$ cat src/rtl/pitch_pkg.sv
// Shared definitions for the note detector: FSM states, semitone table and
// lock window. NOTE_DETECT_AVG4_EN switches the measurement to a sum of four
// periods and widens the divider to match.
package pitch_pkg;

`ifdef NOTE_DETECT_AVG4_EN
    localparam int AVG_N     = 4;
    localparam int DIV_W     = 36;
    localparam int SUM_EXTRA = 2;
`else
    localparam int AVG_N     = 1;
    localparam int DIV_W     = 34;
    localparam int SUM_EXTRA = 0;
`endif

    // Midpoints B2/C3 and B6/C7; anything outside is reported unlocked.
    localparam logic [19:0] F_MIN_X100 = 20'd12714;
    localparam logic [19:0] F_MAX_X100 = 20'd203428;

    typedef enum logic [2:0] {
        ARM,
        COUNT,
        DIVIDE,
        SEARCH,
        DONE
    } state_t;

    // Octave-3 semitone frequencies x100, C..B.
    function automatic logic [15:0] base_x100(input logic [3:0] note);
        case (note)
            4'd0:    base_x100 = 16'd13081;
            4'd1:    base_x100 = 16'd13859;
            4'd2:    base_x100 = 16'd14683;
            4'd3:    base_x100 = 16'd15556;
            4'd4:    base_x100 = 16'd16481;
            4'd5:    base_x100 = 16'd17461;
            4'd6:    base_x100 = 16'd18500;
            4'd7:    base_x100 = 16'd19600;
            4'd8:    base_x100 = 16'd20765;
            4'd9:    base_x100 = 16'd22000;
            4'd10:   base_x100 = 16'd23308;
            4'd11:   base_x100 = 16'd24694;
            default: base_x100 = 16'd0;
        endcase
    endfunction

endpackage

$ cat src/rtl/seq_divider.sv
// Restoring unsigned divider, one quotient bit per clock, DVD_W steps.
// done is high during the final step; quotient is valid from the next cycle
// and holds until the following start.
module seq_divider #(
    parameter int DVD_W = 34,
    parameter int DVS_W = 24
) (
    input  logic             clk,
    input  logic             rst_n,
    input  logic             start,
    input  logic [DVD_W-1:0] dividend,
    input  logic [DVS_W-1:0] divisor,
    output logic [DVD_W-1:0] quotient,
    output logic             done
);

    localparam int CW = $clog2(DVD_W + 1);

    logic [DVD_W-1:0] quo;
    logic [DVS_W-1:0] rem;
    logic [DVS_W-1:0] dvs;
    logic [CW-1:0]    step;
    logic             run;
    logic [DVS_W:0]   rem_sh;
    logic [DVS_W:0]   rem_sub;
    logic             ge;

    // Trial subtraction of the divisor from the shifted partial remainder.
    always_comb begin
        rem_sh  = {rem, quo[DVD_W-1]};
        rem_sub = rem_sh - {1'b0, dvs};
        ge      = (rem_sh >= {1'b0, dvs});
    end

    // Load on start, then shift one quotient bit in per cycle.
    always_ff @(posedge clk) begin
        if (!rst_n) begin
            quo  <= '0;
            rem  <= '0;
            dvs  <= '0;
            step <= '0;
            run  <= 1'b0;
        end else if (start) begin
            quo  <= dividend;
            rem  <= '0;
            dvs  <= divisor;
            step <= CW'(DVD_W);
            run  <= 1'b1;
        end else if (run) begin
            quo  <= {quo[DVD_W-2:0], ge};
            rem  <= ge ? rem_sub[DVS_W-1:0] : rem_sh[DVS_W-1:0];
            step <= step - 1'b1;
            run  <= (step != CW'(1));
        end
    end

    assign done     = run && (step == CW'(1));
    assign quotient = quo;

endmodule

$ cat src/rtl/note_detect.sv
// Square-wave pitch detector: period -> frequency x100 -> nearest semitone
// in C3..B6. Build option NOTE_DETECT_AVG4_EN averages four periods.
//
// state  | meaning
// ARM    | wait for a rising edge to start a period
// COUNT  | count clocks until the closing edge or timeout
// DIVIDE | CLK_HZ*100*AVG_N / period on the sequential divider
// SEARCH | scan 48 semitone candidates for the closest one
// DONE   | result published (valid pulse), back to ARM
module note_detect
    import pitch_pkg::*;
#(
    parameter int CLK_HZ   = 50_000_000,
    parameter int PERIOD_W = 24
) (
    input  logic        clk,
    input  logic        rst_n,
    input  logic        sig_in,
    output logic [3:0]  note_out,
    output logic [1:0]  octave_out,
    output logic [19:0] freq_x100_out,
    output logic        valid,
    output logic        locked,
    output logic        busy
);

    localparam int SUM_W = PERIOD_W + SUM_EXTRA;
    localparam logic [DIV_W-1:0] DIVIDEND = DIV_W'(64'(CLK_HZ) * 64'(100 * AVG_N));

    state_t             state, state_nxt;
    logic               sync1, sync2, sync_prev, rise;
    logic [PERIOD_W-1:0] cnt;
    logic [SUM_W-1:0]   sum, period_len, sum_nxt;
    logic [1:0]         pcnt;
    logic               cnt_max, last_period, div_start, div_done;
    logic [DIV_W-1:0]   quot;
    logic [19:0]        freq, cand, diff, best_diff, sel_diff;
    logic [3:0]         s_note, best_note, sel_note;
    logic [1:0]         s_oct, best_oct, sel_oct;
    logic               take, search_last, in_range;

    // Two-flop synchroniser plus previous-value flop for rising-edge detect.
    always_ff @(posedge clk) begin
        if (!rst_n) begin
            sync1     <= 1'b0;
            sync2     <= 1'b0;
            sync_prev <= 1'b0;
        end else begin
            sync1     <= sig_in;
            sync2     <= sync1;
            sync_prev <= sync2;
        end
    end

    assign rise = sync2 && !sync_prev;

    // Period arithmetic, divider launch, saturation and candidate distance.
    always_comb begin
        cnt_max     = &cnt;
        period_len  = SUM_W'(cnt) + 1'b1;
        sum_nxt     = sum + period_len;
        last_period = (pcnt == 2'(AVG_N - 1));
        div_start   = (state == COUNT) && rise && !cnt_max && last_period;
        freq        = (|quot[DIV_W-1:20]) ? 20'hFFFFF : quot[19:0];
        cand        = 20'(base_x100(s_note)) << s_oct;
        diff        = (freq >= cand) ? (freq - cand) : (cand - freq);
        take        = ((s_note == 4'd0) && (s_oct == 2'd0)) || (diff < best_diff);
        sel_diff    = take ? diff   : best_diff;
        sel_note    = take ? s_note : best_note;
        sel_oct     = take ? s_oct  : best_oct;
        search_last = (s_note == 4'd11) && (s_oct == 2'd3);
        in_range    = (freq >= F_MIN_X100) && (freq <= F_MAX_X100);
    end

    seq_divider #(
        .DVD_W (DIV_W),
        .DVS_W (SUM_W)
    ) u_div (
        .clk      (clk),
        .rst_n    (rst_n),
        .start    (div_start),
        .dividend (DIVIDEND),
        .divisor  (sum_nxt),
        .quotient (quot),
        .done     (div_done)
    );

    // State register.
    always_ff @(posedge clk) begin
        if (!rst_n) state <= ARM;
        else        state <= state_nxt;
    end

    // Next-state decode; timeout wins over a coincident edge.
    always_comb begin
        state_nxt = state;
        case (state)
            ARM:     if (rise) state_nxt = COUNT;
            COUNT: begin
                if (cnt_max)                  state_nxt = ARM;
                else if (rise && last_period) state_nxt = DIVIDE;
            end
            DIVIDE:  if (div_done) state_nxt = SEARCH;
            SEARCH:  if (search_last) state_nxt = DONE;
            DONE:    state_nxt = ARM;
            default: state_nxt = ARM;
        endcase
    end

    // Period counter and multi-period accumulator.
    always_ff @(posedge clk) begin
        if (!rst_n) begin
            cnt  <= '0;
            sum  <= '0;
            pcnt <= '0;
        end else if (state == ARM) begin
            if (rise) begin
                cnt  <= '0;
                sum  <= '0;
                pcnt <= '0;
            end
        end else if (state == COUNT) begin
            if (rise && !cnt_max) begin
                cnt  <= '0;
                sum  <= sum_nxt;
                pcnt <= pcnt + 1'b1;
            end else begin
                cnt  <= cnt + 1'b1;
            end
        end
    end

    // Candidate walk and running best match.
    always_ff @(posedge clk) begin
        if (!rst_n) begin
            s_note    <= '0;
            s_oct     <= '0;
            best_diff <= '0;
            best_note <= '0;
            best_oct  <= '0;
        end else if (state == SEARCH) begin
            best_diff <= sel_diff;
            best_note <= sel_note;
            best_oct  <= sel_oct;
            if (s_note == 4'd11) begin
                s_note <= '0;
                s_oct  <= s_oct + 1'b1;
            end else begin
                s_note <= s_note + 1'b1;
            end
        end else begin
            s_note <= '0;
            s_oct  <= '0;
        end
    end

    // Published result; registers land in the DONE cycle alongside valid.
    always_ff @(posedge clk) begin
        if (!rst_n) begin
            valid         <= 1'b0;
            locked        <= 1'b0;
            freq_x100_out <= '0;
            note_out      <= '0;
            octave_out    <= '0;
        end else begin
            valid <= 1'b0;
            if ((state == COUNT) && cnt_max) begin
                valid         <= 1'b1;
                locked        <= 1'b0;
                freq_x100_out <= '0;
            end else if ((state == SEARCH) && search_last) begin
                valid         <= 1'b1;
                freq_x100_out <= freq;
                locked        <= in_range;
                if (in_range) begin
                    note_out   <= sel_note;
                    octave_out <= sel_oct;
                end
            end
        end
    end

    assign busy = (state == DIVIDE) || (state == SEARCH);

endmodule

$ cat config.mk
export PLATFORM = sky130hd
export DESIGN_NAME = note_detect
export DESIGN_NICKNAME = d
export VERILOG_FILES = /design/src/rtl/pitch_pkg.sv /design/src/rtl/seq_divider.sv /design/src/rtl/note_detect.sv
export SDC_FILE = /design/constraint.sdc
export NUM_CORES = 1
export LEC_CHECK = 0
export BUFFER_PORTS_ARGS = -buffer_cell sky130_fd_sc_hd__buf_2
export CAP_MARGIN = 20
export CORE_MARGIN = 10
export CORE_UTILIZATION = 40
export DETAILED_ROUTE_END_ITERATION = 10
export PLACE_DENSITY = 0.63
export SYNTH_ARGS = -nofsm -noshare
export SYNTH_HDL_FRONTEND = slang
export SYNTH_HIERARCHICAL = 1
export SYNTH_SLANG_ARGS = --single-unit
$ cat constraint.sdc
create_clock -name clk -period 5.9 [get_ports clk]
set_input_delay 0.885 -clock clk [delete_from_list [all_inputs] [get_ports clk]]
set_output_delay 0.885 -clock clk [all_outputs]
set_load 0.005 [all_outputs]
==> impl_metrics.tcl <==
set metrics [dict create \
    clkPwrFrac_pct 40.7 \
    antenna_found_initial 0 \
    ir_drop_mv 0.312 \
    power_frac_comb_pct 23.8 \
    cp-end-kind "flop" \
    antenna_cells 0 \
    drc_errors 0 \
    power.switching_mw 1.29 \
    slew_violations 0 \
    cts-root-buf "clkbuf_16" \
    finalClockSkew_ns 0.0237 \
    wl_per_cell_um 16.2 \
    grt_max_degree 68 \
    clkTransAtPathRegs_ns 0.06 \
    period_needed_ns 5.58 \
    start_util_pct 40.4 \
    reg2reg_depth 21 \
    fp.dieW_um 215 \
    seqPwrFrac_pct 35.6 \
    setup.worst_path.start "s_oct[1]" \
    first_pass_iters 6 \
    synth_top_family_by_area "compound AO/OA/AOI/OAI gates" \
    worstHoldPathType "flop to flop" \
    synth_flop_cell "dfxtp_1" \
    yosysUniqueCellTypes 99 \
    synth-edff-count 0 \
    die_h_um 215 \
    clockBufferDepth 3 \
    cts_htree_levels 1 \
    async_reset_ff_share_pct 0 \
    crit_end "best_diff[16]" \
    drive_gt1_share_pct 12.3 \
    synthAdderAreaFrac_pct 10.2 \
    finalHoldViolCount 0 \
    synth.cell_area_mm2 0.0152 \
    fin_crit_sh_pct 94.5 \
    outcome "completed" \
    synth_top_area_share_pct 29.0 \
    synth_mux_area_share_pct 6.55 \
    rsz0062_at_grt "false" \
    cap_viol_max_count 0 \
    clkSinkCount 220 \
    synth_xor_area_share_pct 4.44 \
    cts-hold-fix-buffers 0 \
    grtUsageTotal_pct 16.7 \
    cp_data_arrival_time_ns 6.02 \
    startpoint_type "flop" \
    portBuffers 31 \
    numCtsBuffers 26 \
    vias 13200 \
    wl_um 40000 \
    seqCellArea_mm2 0.00441 \
    grt_pass1_vias 12600 \
    grt_pass1_wl_um 65300 \
    avgSynthCellArea_um2 8.05 \
    ys_seq_area_share_pct 29.0 \
    fin_cells 2465 \
    viasPerCell 5.37 \
    tns_ns 0 \
    multiInputGateArea_mm2 0.0101 \
    cts_tree "yes" \
    synth_top_cell_by_area "dfxtp_1" \
    ff2ff_setup_slack_ns 0.32 \
    synth_seq_cells 220 \
    n_fill_cell 3739 \
    reg2reg_to "best_diff[16]" \
    r2r-start "s_oct[1]" \
    clk_latency_ns 0.57 \
    overflow 0 \
    ys_warn_count 6 \
    worstMarginPinSlew_ns 1.10 \
    critical_path_class "flop to flop" \
    cp.required_ns 6.34 \
    slew_headroom_pct 26.5 \
    switching_share_pct 30.5 \
    core_area_mm2 0.0376 \
    power.static_leakage_nw 7.17 \
    boundaryPins 32 \
    fmax_ghz 0.179 \
    critPathMaxFanout 15 \
    drt_iter0_drc 674 \
    p_int_mw 2.93 \
    area_delta_synth_final_pct 12.9 \
    rows 71 \
    antenna_left 0 \
    synth.area.top_cells "dfxtp_1 29%, ha_1 9.6%, mux2i_1 5.1%" \
    finalSetupViolCount 0 \
    synth-simple-area-share_pct 21.2 \
    die_area_mm2 0.0461 \
    p_per_area_mw_per_mm2 246 \
    synth-compound-area-share_pct 22.9 \
    routabilityCongestion 0.924 \
    dpl.hpwl_um 29800 \
    nets 2060 \
    netlist_instances 1886 \
    place_inst 2418 \
]
-- cell families after synthesis --
family	count (synthesis)
other	2
DFF	220
xor gates and xnor gates	77
AOI/OAI and AO/OA	506
buffers and inverters	218
adders and majority gates	121
muxes	97
and+or+nand+nor	645
-- worst min-delay path by stage --
| stage | startpoint | end | slack [ns] | cells past startpoint |
|---|---|---|---|---|
| finish | sync1 | sync2 | 0.45 | 1 |
| global route | sync1 | sync2 | 0.47 | 1 |
| CTS | sync1 | sync2 | 0.45 | 1 |
| detailed placement | sync1 | sync2 | 0.43 | 1 |
| global placement | sync1 | sync2 | 0.43 | 1 |
| floorplan | sync1 | sync2 | 0.41 | 1 |
-- worst max-delay path: stages, from the launching register on --
cell and delay [ns]:
dfxtp_1 0.38, buf_4 0.22, mux2_2 0.36, or2_2 0.27, o21ai_1 0.18, ha_1 0.31, and2_1 0.17, and3_1 0.24
a31o_2 0.25, o21a_2 0.26, or3_1 0.42, a32oi_2 0.29, xnor2_1 0.10, ha_1 0.29, nand2_1 0.09, o21ai_2 0.25
o21ai_0 0.17, o21a_1 0.21, o21ai_2 0.35, buf_4 0.29, nor2_1 0.09, a32o_1 0.26
-- cell usage after synthesis (26+ instances only) --
| master | n |
|---|---|
| a211oi_1 | 35 |
| inv_1 | 118 |
| dfxtp_1 | 220 |
| nor2b_1 | 41 |
| clkbuf_1 | 83 |
| nor2_1 | 178 |
| a21o_1 | 38 |
| xor2_1 | 31 |
| nand2_1 | 162 |
| mux2i_1 | 78 |
| xnor2_1 | 46 |
| and2_1 | 48 |
| a21oi_1 | 113 |
| nor3_1 | 26 |
| o21ai_0 | 120 |
| ha_1 | 117 |
| nand3_1 | 42 |
-- registers in the layout, indices dropped and copies added (netlist names), 2 cells and up, named ones only --
| register | count |
|---|---|
| u_div/quotient | 34 |
| sum | 24 |
| best_note | 4 |
| s_note | 4 |
| best_diff | 20 |
| octave_out | 2 |
| s_oct | 2 |
| u_div/step | 6 |
| best_oct | 2 |
| state | 3 |
| u_div/rem | 24 |
| note_out | 4 |
| u_div/dvs | 24 |
| freq_x100_out | 20 |
| cnt | 24 |
| pcnt | 2 |
-- stage by stage --
stage / power (mW) / hold WS [ns] / area (um^2) / worst slack (ns) / utilization (%)
6_report: 4.22 / 0.448 / 17100 / 0.323 / 45.6
5_1_grt: 4.45 / 0.471 / 17100 / 0.00648 / 45.6
4_1_cts: 4.22 / 0.448 / 17100 / 0.0108 / 45.4
3_5_place_dp: 2.48 / 0.429 / 16100 / 0.0401 / 43.0
3_3_place_gp: 2.48 / 0.433 / 16100 / 0.0817 / 43.0
2_1_floorplan: 2.22 / 0.412 / 15300 / 0.313 / -
-- final cells by class --
class,count,share of cell area (%)
clock buffers,32,4.16
repair buffers,89,3.52
multi-input cells,1480,59.1
well taps,511,3.73
flip-flops and latches,220,25.7
inverters,119,2.61
clock inverters,14,1.16
-- layer usage --
metal	part of all wire, %	vias to the layer above	routed length (um)	GRT usage, %
li1	-	6752	-	-
met1	46	6202	18500	21.3
met2	47	201	18900	28.5
met3	3.3	70	1320	2.25
met4	3.2	0	1280	5.63
met5	0	-	0	0
-- timing repair --
action	4_1_cts	5_1_grt
hold endpoints to repair	0	0
resized for setup	0	25
buffers inserted	0	1
endpoints found under the setup margin	0	32
-- placed cells by master, fill, tap and decap left out, drive strengths merged, types with 8 or more instances in the layout --
cell,n
dfxtp,220
nor2,182
nand2,173
o21ai,125
inv,119
ha,117
a21oi,115
buf,89
mux2i,78
and2,50
xnor2,46
nand3,42
nor2b,41
a21o,38
a211oi,36
conb,34
clkbuf,32
xor2,31
nor3,26
a22oi,25
o21a,23
or2,21
a31oi,20
mux2,19
nand4,17
and3,17
o211ai,14
nand2b,13
nand3b,13
a311oi,13
o211a,12
or3,12
o21bai,8
nor4,8
and4,8
-- power groups by stage --
stage	Sequential (mW)	Clock [mW]	Combinational, mW
finish	1.50	1.72	1.00
global route	1.50	1.83	1.11
CTS	1.50	1.77	0.952
detailed placement	1.53	0	0.946
global placement	1.53	0	0.942
floorplan	1.53	0	0.687
Note: power is estimated with default switching activity, not from simulation.
